<file path="src/rtl/stream_mux_rr_if.sv">
// Handshake bundle for stream_mux_rr: N valid/ready input channels funnelled into one output stream.
// The mux uses the slave modport and the producer/consumer side uses the master modport.
interface stream_mux_rr_if #(
  parameter int WIDTH = 32,
  parameter int NCH   = 4,
  parameter int SELW  = 2
);
  logic                 mode;
  logic [SELW-1:0]      sel;
  logic [NCH-1:0]       in_valid;
  logic [NCH*WIDTH-1:0] in_data;
  logic [NCH-1:0]       in_ready;
  logic                 out_valid;
  logic [WIDTH-1:0]     out_data;
  logic [SELW-1:0]      out_ch;
  logic                 out_ready;

  modport slave (
    input  mode, sel, in_valid, in_data, out_ready,
    output in_ready, out_valid, out_data, out_ch
  );

  modport master (
    output mode, sel, in_valid, in_data, out_ready,
    input  in_ready, out_valid, out_data, out_ch
  );
endinterface

</file>
<file path="src/rtl/stream_mux_rr.sv">
// N-channel stream multiplexer with explicit-select or round-robin grant and a single
// registered output stage (one-cycle latency, one beat per cycle).
module stream_mux_rr #(
  parameter int WIDTH = 32,
  parameter int NCH   = 4,
  parameter int SELW  = 2
) (
  input logic           clk,
  input logic           rst_n,
  stream_mux_rr_if.slave bus
);

  logic [SELW-1:0]  ptr_r;
  logic             out_valid_r;
  logic [WIDTH-1:0] out_data_r;
  logic [SELW-1:0]  out_ch_r;

  logic [SELW-1:0]  grant_s;
  logic             grant_valid_s;
  logic [SELW-1:0]  hi_s;
  logic             hi_found_s;
  logic [SELW-1:0]  lo_s;
  logic             load_s;
  logic [NCH-1:0]   ready_s;
  logic [WIDTH-1:0] data_s;
  logic             xfer_s;

  assign load_s = !out_valid_r || bus.out_ready;

  // Grant selection: explicit select, or first valid channel at/after ptr with wrap to the lowest.
  always_comb begin
    grant_s       = '0;
    grant_valid_s = 1'b0;
    hi_s          = '0;
    hi_found_s    = 1'b0;
    lo_s          = '0;
    // Descending scan so the lowest qualifying index is the one left in hi_s/lo_s.
    for (int i = NCH - 1; i >= 0; i--) begin
      hi_s       = (bus.in_valid[i] && (SELW'(i) >= ptr_r)) ? SELW'(i) : hi_s;
      hi_found_s = hi_found_s | (bus.in_valid[i] && (SELW'(i) >= ptr_r));
      lo_s       = bus.in_valid[i] ? SELW'(i) : lo_s;
    end
    if (!bus.mode) begin
      grant_s = bus.sel;
      for (int i = 0; i < NCH; i++) begin
        grant_valid_s = grant_valid_s | ((bus.sel == SELW'(i)) & bus.in_valid[i]);
      end
    end else begin
      grant_s       = hi_found_s ? hi_s : lo_s;
      grant_valid_s = |bus.in_valid;
    end
  end

  // One-hot ready toward the granted producer and the matching data lane.
  always_comb begin
    ready_s = '0;
    data_s  = '0;
    for (int i = 0; i < NCH; i++) begin
      ready_s[i] = load_s & grant_valid_s & rst_n & (grant_s == SELW'(i));
      data_s     = (grant_s == SELW'(i)) ? bus.in_data[i*WIDTH +: WIDTH] : data_s;
    end
    xfer_s = |(bus.in_valid & ready_s);
  end

  // Output register and round-robin pointer.
  always_ff @(posedge clk) begin
    if (!rst_n) begin
      out_valid_r <= 1'b0;
      out_data_r  <= '0;
      out_ch_r    <= '0;
      ptr_r       <= '0;
    end else begin
      if (load_s) begin
        if (xfer_s) begin
          out_valid_r <= 1'b1;
          out_data_r  <= data_s;
          out_ch_r    <= grant_s;
        end else begin
          out_valid_r <= 1'b0;
        end
      end
      // Explicit wrap keeps non-power-of-two channel counts correct.
      if (xfer_s && bus.mode) begin
        ptr_r <= (grant_s == SELW'(NCH - 1)) ? '0 : grant_s + SELW'(1);
      end
    end
  end

  assign bus.in_ready  = ready_s;
  assign bus.out_valid = out_valid_r;
  assign bus.out_data  = out_data_r;
  assign bus.out_ch    = out_ch_r;

endmodule

</file>
<file path="src/flat_wrapper.sv">
// flat-port wrapper written by rule: the top's interface ports become plain ports
module stream_mux_rr_flat 
#(
  parameter int WIDTH = 32,
  parameter int NCH   = 4,
  parameter int SELW  = 2
)
  (clk, rst_n, bus_mode, bus_sel, bus_in_valid, bus_in_data, bus_out_ready, bus_in_ready, bus_out_valid, bus_out_data, bus_out_ch);
  stream_mux_rr_if #(.WIDTH(WIDTH), .NCH(NCH), .SELW(SELW)) bus_i ();
  input logic clk;
  input logic rst_n;
  input wire logic [$bits(bus_i.mode)-1:0] bus_mode;
  input wire logic [$bits(bus_i.sel)-1:0] bus_sel;
  input wire logic [$bits(bus_i.in_valid)-1:0] bus_in_valid;
  input wire logic [$bits(bus_i.in_data)-1:0] bus_in_data;
  input wire logic [$bits(bus_i.out_ready)-1:0] bus_out_ready;
  output wire logic [$bits(bus_i.in_ready)-1:0] bus_in_ready;
  output wire logic [$bits(bus_i.out_valid)-1:0] bus_out_valid;
  output wire logic [$bits(bus_i.out_data)-1:0] bus_out_data;
  output wire logic [$bits(bus_i.out_ch)-1:0] bus_out_ch;
  assign bus_i.mode = bus_mode;
  assign bus_i.sel = bus_sel;
  assign bus_i.in_valid = bus_in_valid;
  assign bus_i.in_data = bus_in_data;
  assign bus_i.out_ready = bus_out_ready;
  assign bus_in_ready = bus_i.in_ready;
  assign bus_out_valid = bus_i.out_valid;
  assign bus_out_data = bus_i.out_data;
  assign bus_out_ch = bus_i.out_ch;
  stream_mux_rr #(.WIDTH(WIDTH), .NCH(NCH), .SELW(SELW)) u_core (.clk(clk), .rst_n(rst_n), .bus(bus_i));
endmodule
</file>
<file path="config.mk">
export PLATFORM = sky130hd
export DESIGN_NAME = stream_mux_rr_flat
export DESIGN_NICKNAME = d
export VERILOG_FILES = /design/src/rtl/stream_mux_rr_if.sv /design/src/rtl/stream_mux_rr.sv /design/src/flat_wrapper.sv
export SDC_FILE = /design/constraint.sdc
export NUM_CORES = 1
export LEC_CHECK = 0
export CELL_PAD_IN_SITES_DETAIL_PLACEMENT = 0
export CELL_PAD_IN_SITES_GLOBAL_PLACEMENT = 2
export CORE_ASPECT_RATIO = 1.75
export CORE_MARGIN = 2
export CORE_UTILIZATION = 21
export DETAILED_ROUTE_END_ITERATION = 7
export PLACE_DENSITY_LB_ADDON = 0.1
export SKIP_CTS_REPAIR_TIMING = 1
export SLEW_MARGIN = 20
export SYNTH_ARGS = -nofsm -noshare
export SYNTH_HDL_FRONTEND = slang
export SYNTH_SLANG_ARGS = --single-unit
</file>
<file path="constraint.sdc">
create_clock -name clk -period 7.1 [get_ports clk]
set_input_delay 2.13 -clock clk [delete_from_list [all_inputs] [get_ports clk]]
set_output_delay 2.13 -clock clk [all_outputs]
set_load 0.01 [all_outputs]
</file>
==> impl_results.md <==
- Outcome: finished, final reports clean
- RSZ-0062 raised after global routing: false
- Tot GR Track Use: 15.85%
- Sequential area share after synthesis: 27.01%
- Worst min path class: flop to flop
- Final Hold Viols: 0
- Commonest cells post-synth: dfxtp_1, nand2_1, o211ai_1
- Initial antenna violation count: 0
- Syn Inst Count: 290
- Vias per cell: 4.807
- PortBufs: 176
- Min Tclk post-route: 6.793 ns
- Synth warnings: 0
- Post-Syn Nets: 431
- Initial Utilization: 21.31%
- Critical path arrival: 4.66 ns
- Fin Hold WS: 0.4865 ns
- Die height: 155.2 µm
- CTS tree: yes
- Insertion delay to the later sink of the worst-skew pair: 0.28 ns
- Number of synthesized flops with an enable pin: 0
- CP Class: input pin to primary output
- Initial drt markers: 83
- Total leakage power: 1.731 nW
- Asr flop ratio synth: 0%
- Area growth syn-to-layout: 73.95%
- Ys flop type: dfxtp_1
- Post-synthesis cell type count: 39
- Flops & latches, synth: 37
- TritonRoute pass-1 iters: 4
- Fmax: 147.2 MHz
- Die width: 90.39 µm
- Max Fanout on Critical Path: 10
- Worst IR Drop VDD: 0.08595 mV
- Worst-margin pin slew: 0.9384 ns
- Synthesized area: 2743 µm²
- Worst Skew: 0.006402 ns
- Power per cell area: 171.1 nW/µm²
- Fin crit share: 95.68%
- Fin Setup TNS: 0 ns
- Grt ovf: 0
- Placeable Area: 12,870 µm²
- Dominant cell type by area after synthesis: dfxtp_1
- Max Slew Vio Count: 0
- CTS buffer count: 5
- Diode count: 0
- WP data required: 4.97 ns
- # IOs: 177
- # nets final: 590
- Final setup vio count: 0
- Die area: 14,030 µm²
- Vias in the first global route: 3,111
- Syn Area/Cell: 9.457 µm²
- First-pass GRT wire length: 17,420 µm
- Critical path capture point type: primary output
- Avg WL per Cell: 18.17 µm
- Layout cells sized above 1: 12.67%
- DR vias: 2,985
- Reg clk slew, reported paths: 0.06 ns
- Clk buf depth: 2
- Largest net degree at the start of global routing: 66
- Post-synth top area share: 27.01%
- # rows: 55
- CTS Sinks: 37
- RD Place Congestion: 0.7501
- Post-DRT Antenna Nets: 0
- Max_slew headroom: 37.29%
- Max_cap viols: 0
- DRC viols: 0
- Final wirelength: 11,280 µm
- Post-DP HPWL: 8060 µm
- CTS H-tree lvls: 2
- Critical Path Start Type: input pin
- Dominant cells by area after synthesis: dfxtp_1, mux2_4, o221a_1
- Clock root buffer master: clkbuf_16
-- critical path, stage by stage --
cell,delay (ns)
clkdlybuf4s50_1,0.57
nor2b_4,0.21
a22o_4,0.24
a221oi_4,0.48
inv_1,0.13
ha_1,0.26
inv_1,0.09
nor2_1,0.05
clkdlybuf4s50_1,0.50
-- where the power goes --
group | switching [mW] | internal [mW] | total [mW]
registers | 0.0115 | 0.230 | 0.241
clock network | 0.0868 | 0.131 | 0.218
logic | 0.149 | 0.208 | 0.358
total | 0.247 | 0.569 | 0.816
-- area by class of cell --
class | count | area, µm²
Sequential cell | 37 | 740.7
Multi-Input combinational cell | 213 | 1828
Timing Repair Buffer | 184 | 1822
Clock buffer | 8 | 136.4
Inverter | 8 | 30.03
Fill cell | 1379 | 8098
Tap cell | 171 | 214.0
-- cells in the final DEF (no fill, tap or decap), types with 2 or more instances in the layout --
master and n:
mux2_4 29, o221a_2 3, o221a_1 29, clkbuf_16 5
nor2_1 3, clkdlybuf4s50_1 176, ha_1 2, o21ai_0 6
a21oi_1 6, clkbuf_1 3, mux2_2 3, nand2_1 37
and2_1 3, a22oi_1 32, dfxtp_1 37, nor2b_1 2
o211ai_1 35, buf_4 8, inv_1 8, nand2b_1 2
-- state kept, by name, summed over array words and instances, names as in the netlist --
signal,flops
u_core.bus.out_ch,2
u_core.ptr_r,2
u_core.bus.out_data,32
u_core.bus.out_valid,1
-- stage by stage --
stage / cell area (µm²) / std cells / setup slack, ns / power, mW / utilization, %
after floorplan: 2743 / 290 / 1.082 / 0.4389 / -
after global placement: 4634 / 613 / 0.3514 / 0.6071 / 36.01
after detailed placement: 4634 / 613 / 0.2942 / 0.6090 / 36.01
after CTS: 4771 / 621 / 0.2873 / 0.8340 / 37.07
after global routing: 4771 / 621 / 0.07281 / 0.8663 / 37.07
final: 4771 / 621 / 0.3066 / 0.8164 / 37.07
-- cells by family (layout without fill, tap and decap cells) --
logic type      count (synthesis)  count (layout)  synth area share, %
compound gates                121             121                37.73
simple gates                   57              57                9.808
buf+inv                        40             200                6.980
flops                          37              37                27.01
mux                            32              32                17.11
fa+ha+maj                       3               3                1.369
-- layer usage --
layer	global-route usage [%]	share of wire, %	vias to the layer above
met4	4.982	1.9	0
met2	30.83	54	104
met5	0	0	-
met3	3.971	5.7	12
li1	-	-	1458
met1	16.43	38	1411
-- final timing paths --
kind,start,endpoint,slack (ns),depth (start not counted)
setup / recovery,bus_mode,bus_in_ready[0],0.31,9
hold / removal,u_core.bus.out_ch[0]$_SDFFE_PN0P_,u_core.bus.out_ch[0]$_SDFFE_PN0P_,0.49,2
setup reg to reg,u_core.ptr_r[1]$_SDFFE_PN0P_,u_core.bus.out_data[10]$_SDFFE_PN0P_,3.25,12
hold reg to reg,u_core.bus.out_ch[0]$_SDFFE_PN0P_,u_core.bus.out_ch[0]$_SDFFE_PN0P_,0.49,2
Note: power is estimated with default switching activity, not from simulation.
